===== config.mk =====
export PLATFORM = sky130hd
export DESIGN_NAME = uart_tx_framer_flat
export DESIGN_NICKNAME = d
export VERILOG_FILES = /design/src/rtl/uart_tx_framer_if.sv /design/src/rtl/uart_tx_framer.sv /design/src/flat_wrapper.sv
export SDC_FILE = /design/constraint.sdc
export NUM_CORES = 1
export LEC_CHECK = 0
export CAP_MARGIN = 20
export CORE_MARGIN = 4
export CORE_UTILIZATION = 53
export DETAILED_ROUTE_END_ITERATION = 8
export PLACE_DENSITY = 0.72
export SYNTH_ARGS = -nofsm -noshare
export SYNTH_HDL_FRONTEND = slang
export SYNTH_SLANG_ARGS = --single-unit

===== constraint.sdc =====
create_clock -name clk -period 2.4 [get_ports clk]
set_input_delay 0.48 -clock clk [delete_from_list [all_inputs] [get_ports clk]]
set_output_delay 0.48 -clock clk [all_outputs]
set_load 0.01 [all_outputs]

===== src/rtl/uart_tx_framer_if.sv =====
// Byte-stream handshake feeding the UART transmit framer.
interface uart_tx_framer_if #(
  parameter int DATA_BITS = 8
);
  logic [DATA_BITS-1:0] s_data;
  logic                 s_valid;
  logic                 s_ready;

  modport master (output s_data, output s_valid, input s_ready);
  modport slave  (input s_data, input s_valid, output s_ready);
endinterface


===== src/rtl/uart_tx_framer.sv =====
// UART transmit framer: FIFO-buffered bytes serialised as start/data/stop on tx, timed by baud_clk toggles.
// Optional parity bit compiled in with `define UART_TX_PARITY_EN (sense selected by PARITY_ODD).
module uart_tx_framer #(
  parameter int DATA_BITS  = 8,
  parameter int STOP_BITS  = 1,
  parameter int FIFO_DEPTH = 4,
  parameter int PARITY_ODD = 0
) (
  input  logic              clk,
  input  logic              rst,
  uart_tx_framer_if.slave   stream,
  input  logic              baud_clk,
  output logic              baud_en,
  output logic              tx,
  output logic              busy
);
  localparam int AW = (FIFO_DEPTH > 1) ? $clog2(FIFO_DEPTH) : 1;
  localparam int CW = AW + 1;
  localparam int BW = $clog2(DATA_BITS + 1);
  localparam logic [CW-1:0] FULL_COUNT = CW'(FIFO_DEPTH);
  localparam logic [BW-1:0] LAST_BIT   = BW'(DATA_BITS - 1);
  localparam logic [1:0]    LAST_STOP  = 2'(STOP_BITS - 1);

  typedef enum logic [2:0] {
    IDLE   = 3'd0,
    START  = 3'd1,
    DATA   = 3'd2,
`ifdef UART_TX_PARITY_EN
    PARITY = 3'd3,
`endif
    STOP   = 3'd4
  } state_t;

  state_t               state_r, state_s;
  logic [DATA_BITS-1:0] fifo_mem_r [FIFO_DEPTH];
  logic [AW-1:0]        wr_ptr_r, rd_ptr_r;
  logic [CW-1:0]        count_r, count_s;
  logic                 s_ready_r;
  logic                 baud_d_r;
  logic                 tick_s, push_s, pop_s, fifo_empty_s;
  logic [DATA_BITS-1:0] shift_r, shift_s;
  logic [BW-1:0]        bit_cnt_r, bit_cnt_s;
  logic [1:0]           stop_cnt_r, stop_cnt_s;
  logic                 tx_r, tx_s, baud_en_r, baud_en_s, busy_r, busy_s;

`ifdef UART_TX_PARITY_EN
  logic parity_r, parity_s;

  function automatic logic parity_of(input logic [DATA_BITS-1:0] d);
    return (^d) ^ (PARITY_ODD != 0);
  endfunction
`else
  localparam bit unused_parity_odd = (PARITY_ODD != 0);
`endif

  assign push_s        = stream.s_valid && s_ready_r;
  assign fifo_empty_s  = (count_r == CW'(0));
  assign tick_s        = (baud_clk ^ baud_d_r) & baud_en_r;
  assign stream.s_ready = s_ready_r;
  assign tx            = tx_r;
  assign baud_en       = baud_en_r;
  assign busy          = busy_r;

  // Edge-detect register for baud_clk; follows the line even during reset
  always_ff @(posedge clk) begin
    baud_d_r <= baud_clk;
  end

  // FIFO payload storage, written only at push
  always_ff @(posedge clk) begin
    if (push_s) begin
      fifo_mem_r[wr_ptr_r] <= stream.s_data;
    end
  end

  // FIFO occupancy after this cycle's push and pop
  always_comb begin
    count_s = count_r;
    if (push_s && !pop_s) begin
      count_s = count_r + CW'(1);
    end else if (pop_s && !push_s) begin
      count_s = count_r - CW'(1);
    end else begin
      count_s = count_r;
    end
  end

  // FIFO pointers, count and registered ready
  always_ff @(posedge clk) begin
    if (rst) begin
      wr_ptr_r  <= '0;
      rd_ptr_r  <= '0;
      count_r   <= '0;
      s_ready_r <= 1'b1;
    end else begin
      if (push_s) begin
        wr_ptr_r <= wr_ptr_r + AW'(1);
      end
      if (pop_s) begin
        rd_ptr_r <= rd_ptr_r + AW'(1);
      end
      count_r   <= count_s;
      s_ready_r <= (count_s != FULL_COUNT);
    end
  end

  // Frame sequencer: next state, shift/counter updates and next line levels
  always_comb begin
    state_s    = state_r;
    shift_s    = shift_r;
    bit_cnt_s  = bit_cnt_r;
    stop_cnt_s = stop_cnt_r;
    tx_s       = tx_r;
    baud_en_s  = baud_en_r;
    busy_s     = busy_r;
    pop_s      = 1'b0;
`ifdef UART_TX_PARITY_EN
    parity_s   = parity_r;
`endif
    case (state_r)
      IDLE: begin
        tx_s      = 1'b1;
        baud_en_s = 1'b0;
        busy_s    = 1'b0;
        if (!fifo_empty_s) begin
          pop_s     = 1'b1;
          shift_s   = fifo_mem_r[rd_ptr_r];
`ifdef UART_TX_PARITY_EN
          parity_s  = parity_of(fifo_mem_r[rd_ptr_r]);
`endif
          state_s   = START;
          tx_s      = 1'b0;
          baud_en_s = 1'b1;
          busy_s    = 1'b1;
        end else begin
          state_s = IDLE;
        end
      end
      START: begin
        if (tick_s) begin
          state_s   = DATA;
          tx_s      = shift_r[0];
          bit_cnt_s = '0;
        end else begin
          state_s = START;
        end
      end
      DATA: begin
        if (tick_s) begin
          shift_s   = {1'b0, shift_r[DATA_BITS-1:1]};
          bit_cnt_s = bit_cnt_r + BW'(1);
          if (bit_cnt_r == LAST_BIT) begin
`ifdef UART_TX_PARITY_EN
            state_s    = PARITY;
            tx_s       = parity_r;
`else
            state_s    = STOP;
            tx_s       = 1'b1;
            stop_cnt_s = 2'd0;
`endif
          end else begin
            tx_s = shift_r[1];
          end
        end else begin
          state_s = DATA;
        end
      end
`ifdef UART_TX_PARITY_EN
      PARITY: begin
        if (tick_s) begin
          state_s    = STOP;
          tx_s       = 1'b1;
          stop_cnt_s = 2'd0;
        end else begin
          state_s = PARITY;
        end
      end
`endif
      STOP: begin
        if (tick_s) begin
          stop_cnt_s = stop_cnt_r + 2'd1;
          if (stop_cnt_r == LAST_STOP) begin
            // Chain straight into the next frame so back-to-back bytes have no idle gap
            if (!fifo_empty_s) begin
              pop_s    = 1'b1;
              shift_s  = fifo_mem_r[rd_ptr_r];
`ifdef UART_TX_PARITY_EN
              parity_s = parity_of(fifo_mem_r[rd_ptr_r]);
`endif
              state_s  = START;
              tx_s     = 1'b0;
            end else begin
              state_s   = IDLE;
              tx_s      = 1'b1;
              baud_en_s = 1'b0;
              busy_s    = 1'b0;
            end
          end else begin
            state_s = STOP;
          end
        end else begin
          state_s = STOP;
        end
      end
      default: begin
        state_s   = IDLE;
        tx_s      = 1'b1;
        baud_en_s = 1'b0;
        busy_s    = 1'b0;
      end
    endcase
  end

  // Sequencer state and registered line outputs
  always_ff @(posedge clk) begin
    if (rst) begin
      state_r    <= IDLE;
      shift_r    <= '0;
      bit_cnt_r  <= '0;
      stop_cnt_r <= 2'd0;
      tx_r       <= 1'b1;
      baud_en_r  <= 1'b0;
      busy_r     <= 1'b0;
`ifdef UART_TX_PARITY_EN
      parity_r   <= 1'b0;
`endif
    end else begin
      state_r    <= state_s;
      shift_r    <= shift_s;
      bit_cnt_r  <= bit_cnt_s;
      stop_cnt_r <= stop_cnt_s;
      tx_r       <= tx_s;
      baud_en_r  <= baud_en_s;
      busy_r     <= busy_s;
`ifdef UART_TX_PARITY_EN
      parity_r   <= parity_s;
`endif
    end
  end
endmodule

===== src/flat_wrapper.sv =====
// flat-port wrapper written by rule: the top's interface ports become plain ports
module uart_tx_framer_flat 
#(
  parameter int DATA_BITS  = 8,
  parameter int STOP_BITS  = 1,
  parameter int FIFO_DEPTH = 4,
  parameter int PARITY_ODD = 0
)
  (clk, rst, baud_clk, baud_en, tx, busy, stream_s_data, stream_s_valid, stream_s_ready);
  uart_tx_framer_if #(.DATA_BITS(DATA_BITS)) stream_i ();
  input  logic clk;
  input  logic rst;
  input  logic baud_clk;
  output logic baud_en;
  output logic tx;
  output logic busy;
  input wire logic [$bits(stream_i.s_data)-1:0] stream_s_data;
  input wire logic [$bits(stream_i.s_valid)-1:0] stream_s_valid;
  output wire logic [$bits(stream_i.s_ready)-1:0] stream_s_ready;
  assign stream_i.s_data = stream_s_data;
  assign stream_i.s_valid = stream_s_valid;
  assign stream_s_ready = stream_i.s_ready;
  uart_tx_framer #(.DATA_BITS(DATA_BITS), .STOP_BITS(STOP_BITS), .FIFO_DEPTH(FIFO_DEPTH), .PARITY_ODD(PARITY_ODD)) u_core (.clk(clk), .rst(rst), .stream(stream_i), .baud_clk(baud_clk), .baud_en(baud_en), .tx(tx), .busy(busy));
endmodule

==> results by group <==
Outcome
  – Status: finished, final reports clean

Global routing
  – Largest net degree at the start of global routing: 19
  – Vias in the first global route: 1,794
  – GRT overflow: 0
  – Initial antenna violation count: 0
  – First-pass GRT wire length: 8604 µm
  – Total global-route track usage: 0.1793

Timing
  – Period utilisation layout: 0.8712
  – Fin. max-slew vios: 0
  – Tmin final: 2.091 ns
  – Slew Limit Headroom: 0.6366
  – Final setup fails: 0
  – F_max: 478.3 MHz
  – Final setup TNS: 0 ns
  – Worst Skew: 0.01018 ns
  – RSZ-0062 raised after global routing: false
  – Measured slew at the worst slew-check pin: 0.5443 ns
  – Final hold vios: 0
  – Worst hold slack: 0.4719 ns

Detailed routing
  – TritonRoute pass-1 iters: 5
  – Via count: 1,857
  – Wirelength per Cell: 14.49 µm
  – Initial drt markers: 150
  – DR vias/cell: 5.510
  – Final ANT Viol Nets: 0
  – Number of remaining DRC errors: 0
  – Total routed wirelength: 4884 µm

Pwr
  – Peak VDD IR: 597.0 µV
  – Static Leak: 1.134 nW
  – PwrDens: 1089 nW/µm²

Job
  – Maximum Capacitance Violations: 0

Logic synthesis
  – Post-synthesis net count: 260
  – Number of synthesized flops with an enable pin: 32
  – Yosys top cell by area: edfxtp_1
  – Ys flop type: edfxtp_1
  – Seq/Total Area, Yosys: 0.5645
  – Avg Inst Size Synth: 11.57 µm²
  – Synth top area cells: edfxtp_1, dfxtp_1, mux4_2
  – Synthesis-stage register bit count: 62
  – Synth top area share: 0.3474
  – Commonest cells post-synth: edfxtp_1, dfxtp_1, nor2_1, nand2_1, a21oi_1
  – Synthesized instance count: 239
  – Yosys cell types: 45
  – Yosys warnings: 0
  – Synth Cell Area: 2766 µm²
  – Count leader, synth: edfxtp_1
  – Asr flop ratio synth: 0

Worst hold path
  – Hold WC Path Type: flip-flop to flip-flop

Floorplanning
  – Core Box Area: 5075 µm²
  – DIE WIDTH: 80.25 µm
  – Full die area: 6439 µm²
  – Ports: 16
  – Starting Density: 0.5451
  – Die Span Y: 80.25 µm
  – Num rows: 26

Clocking
  – Max clock buf depth: 2
  – Worst-Skew Late Latency: 0.34 ns
  – Num CTS Buffers: 9
  – Post-CTS Resized: 0
  – Cts hold-fix bufs: 0
  – Clock transition at the registers of the reported paths: 0.08 ns
  – CTS tree: done
  – Post-CTS setup buffers: 0
  – Root Buffer: clkbuf_8
  – CTS sink cnt: 62
  – H-tree levels: 3

Critical path
  – Critical path startpoint category: flip-flop
  – Critical path arrival: 2.34 ns
  – Max Fanout on Critical Path: 16
  – Worst setup path category: flip-flop to flip-flop
  – CP required: 2.65 ns
  – Endpoint class of the critical path: flip-flop

Cells and area
  – N_diodes: 0
  – Layout net count: 283
  – Area Overhead vs Synth: 16.15%
  – Share of layout cells above drive strength 1: 0.1573

Placed design
  – Placer Congestion: 0.8334
  – Port Buf Inserts: 15
  – Detail Placement HPWL: 3526 µm
## power breakdown
group | switching [mW] | internal, mW
clock | 0.456 | 0.396
sequential | 0.166 | 1.31
combinational | 0.584 | 0.588
total | 1.21 | 2.29
## sequential cells by signal, indices dropped and copies added, names as in the netlist, 2 cells and up, named ones only
name,flops
u_core.bit_cnt_r,4
u_core.count_r,3
u_core.fifo_mem_r,32
u_core.rd_ptr_r,2
u_core.shift_r,8
u_core.state_r,3
u_core.stop_cnt_r,2
u_core.wr_ptr_r,2
## path summary, 6_finish.rpt
path	from	endpoint	slack [ns]	depth (start not counted)
setup / recovery	u_core.count_r[0]$_SDFF_PP0_	u_core.shift_r[5]$_SDFFE_PP0P_	0.31	8
hold / removal	u_core.stop_cnt_r[0]$_SDFFE_PP0P_	u_core.stop_cnt_r[0]$_SDFFE_PP0P_	0.47	1
setup reg to reg	u_core.count_r[0]$_SDFF_PP0_	u_core.shift_r[5]$_SDFFE_PP0P_	0.31	8
hold reg to reg	u_core.stop_cnt_r[0]$_SDFFE_PP0P_	u_core.stop_cnt_r[0]$_SDFFE_PP0P_	0.47	1
## per-stage QoR
| stage | power [mW] | setup slack, ns | std cells | instance area (µm²) | util |
|---|---|---|---|---|---|
| finish | 3.501 | 0.3092 | 337 | 3213 | 0.6331 |
| global route | 3.755 | 0.1478 | 337 | 3213 | 0.6331 |
| CTS | 3.540 | 0.3076 | 337 | 3213 | 0.6331 |
| detailed placement | 2.684 | 0.03825 | 321 | 3029 | 0.5969 |
| global placement | 2.665 | 0.05095 | 321 | 3029 | 0.5969 |
| floorplan | 2.352 | 0.3681 | 239 | 2766 | - |
## cell families (layout without fill, tap and decap cells)
kind of cell | after synthesis | in the layout | synth area share
xor gates and xnor gates | 5 | 5 | 0.01583
AOI/OAI and AO/OA | 44 | 44 | 0.1199
buffers and inverters | 20 | 48 | 0.03211
muxes | 11 | 11 | 0.07598
and+or+nand+nor | 88 | 88 | 0.1511
adders and majority gates | 9 | 9 | 0.04071
DFF | 62 | 62 | 0.5645
## critical path, stage by stage (launching register included)
cell      delay (ns)
dfxtp_1         0.36
inv_1           0.10
ha_1            0.22
nor2b_1         0.16
or4_4           0.53
a31oi_4         0.22
buf_12          0.16
nor2_1          0.05
a311oi_2        0.22
## area by class of cell
class / instances / area (µm²)
fillers: 406 / 1862
flip-flops and latches: 62 / 1562
multi-input cells: 157 / 1116
repair buffers: 25 / 237.7
clock buffers: 9 / 123.9
well taps: 70 / 87.58
clock inverters: 7 / 60.06
inverters: 7 / 26.28
## per-layer routing
| layer | routed length, µm | vias to the layer above | global-route usage |
|---|---|---|---|
| met2 | 2390 | 30 | 0.2823 |
| met3 | 136 | 12 | 0.03924 |
| met5 | 0 | - | 0 |
| li1 | - | 935 | - |
| met1 | 2243 | 880 | 0.2277 |
| met4 | 114 | 0 | 0.1014 |
## cell usage in the layout, fill, tap and decap left out, types with 9 or more instances in the layout
cell type / instances
buf_4: 9
a21oi_1: 12
edfxtp_1: 32
nor2_1: 28
clkdlybuf4s50_1: 15
dfxtp_1: 30
ha_1: 9
clkbuf_8: 9
nand2_1: 25
No activity file was read; power rests on OpenSTA's default activity.
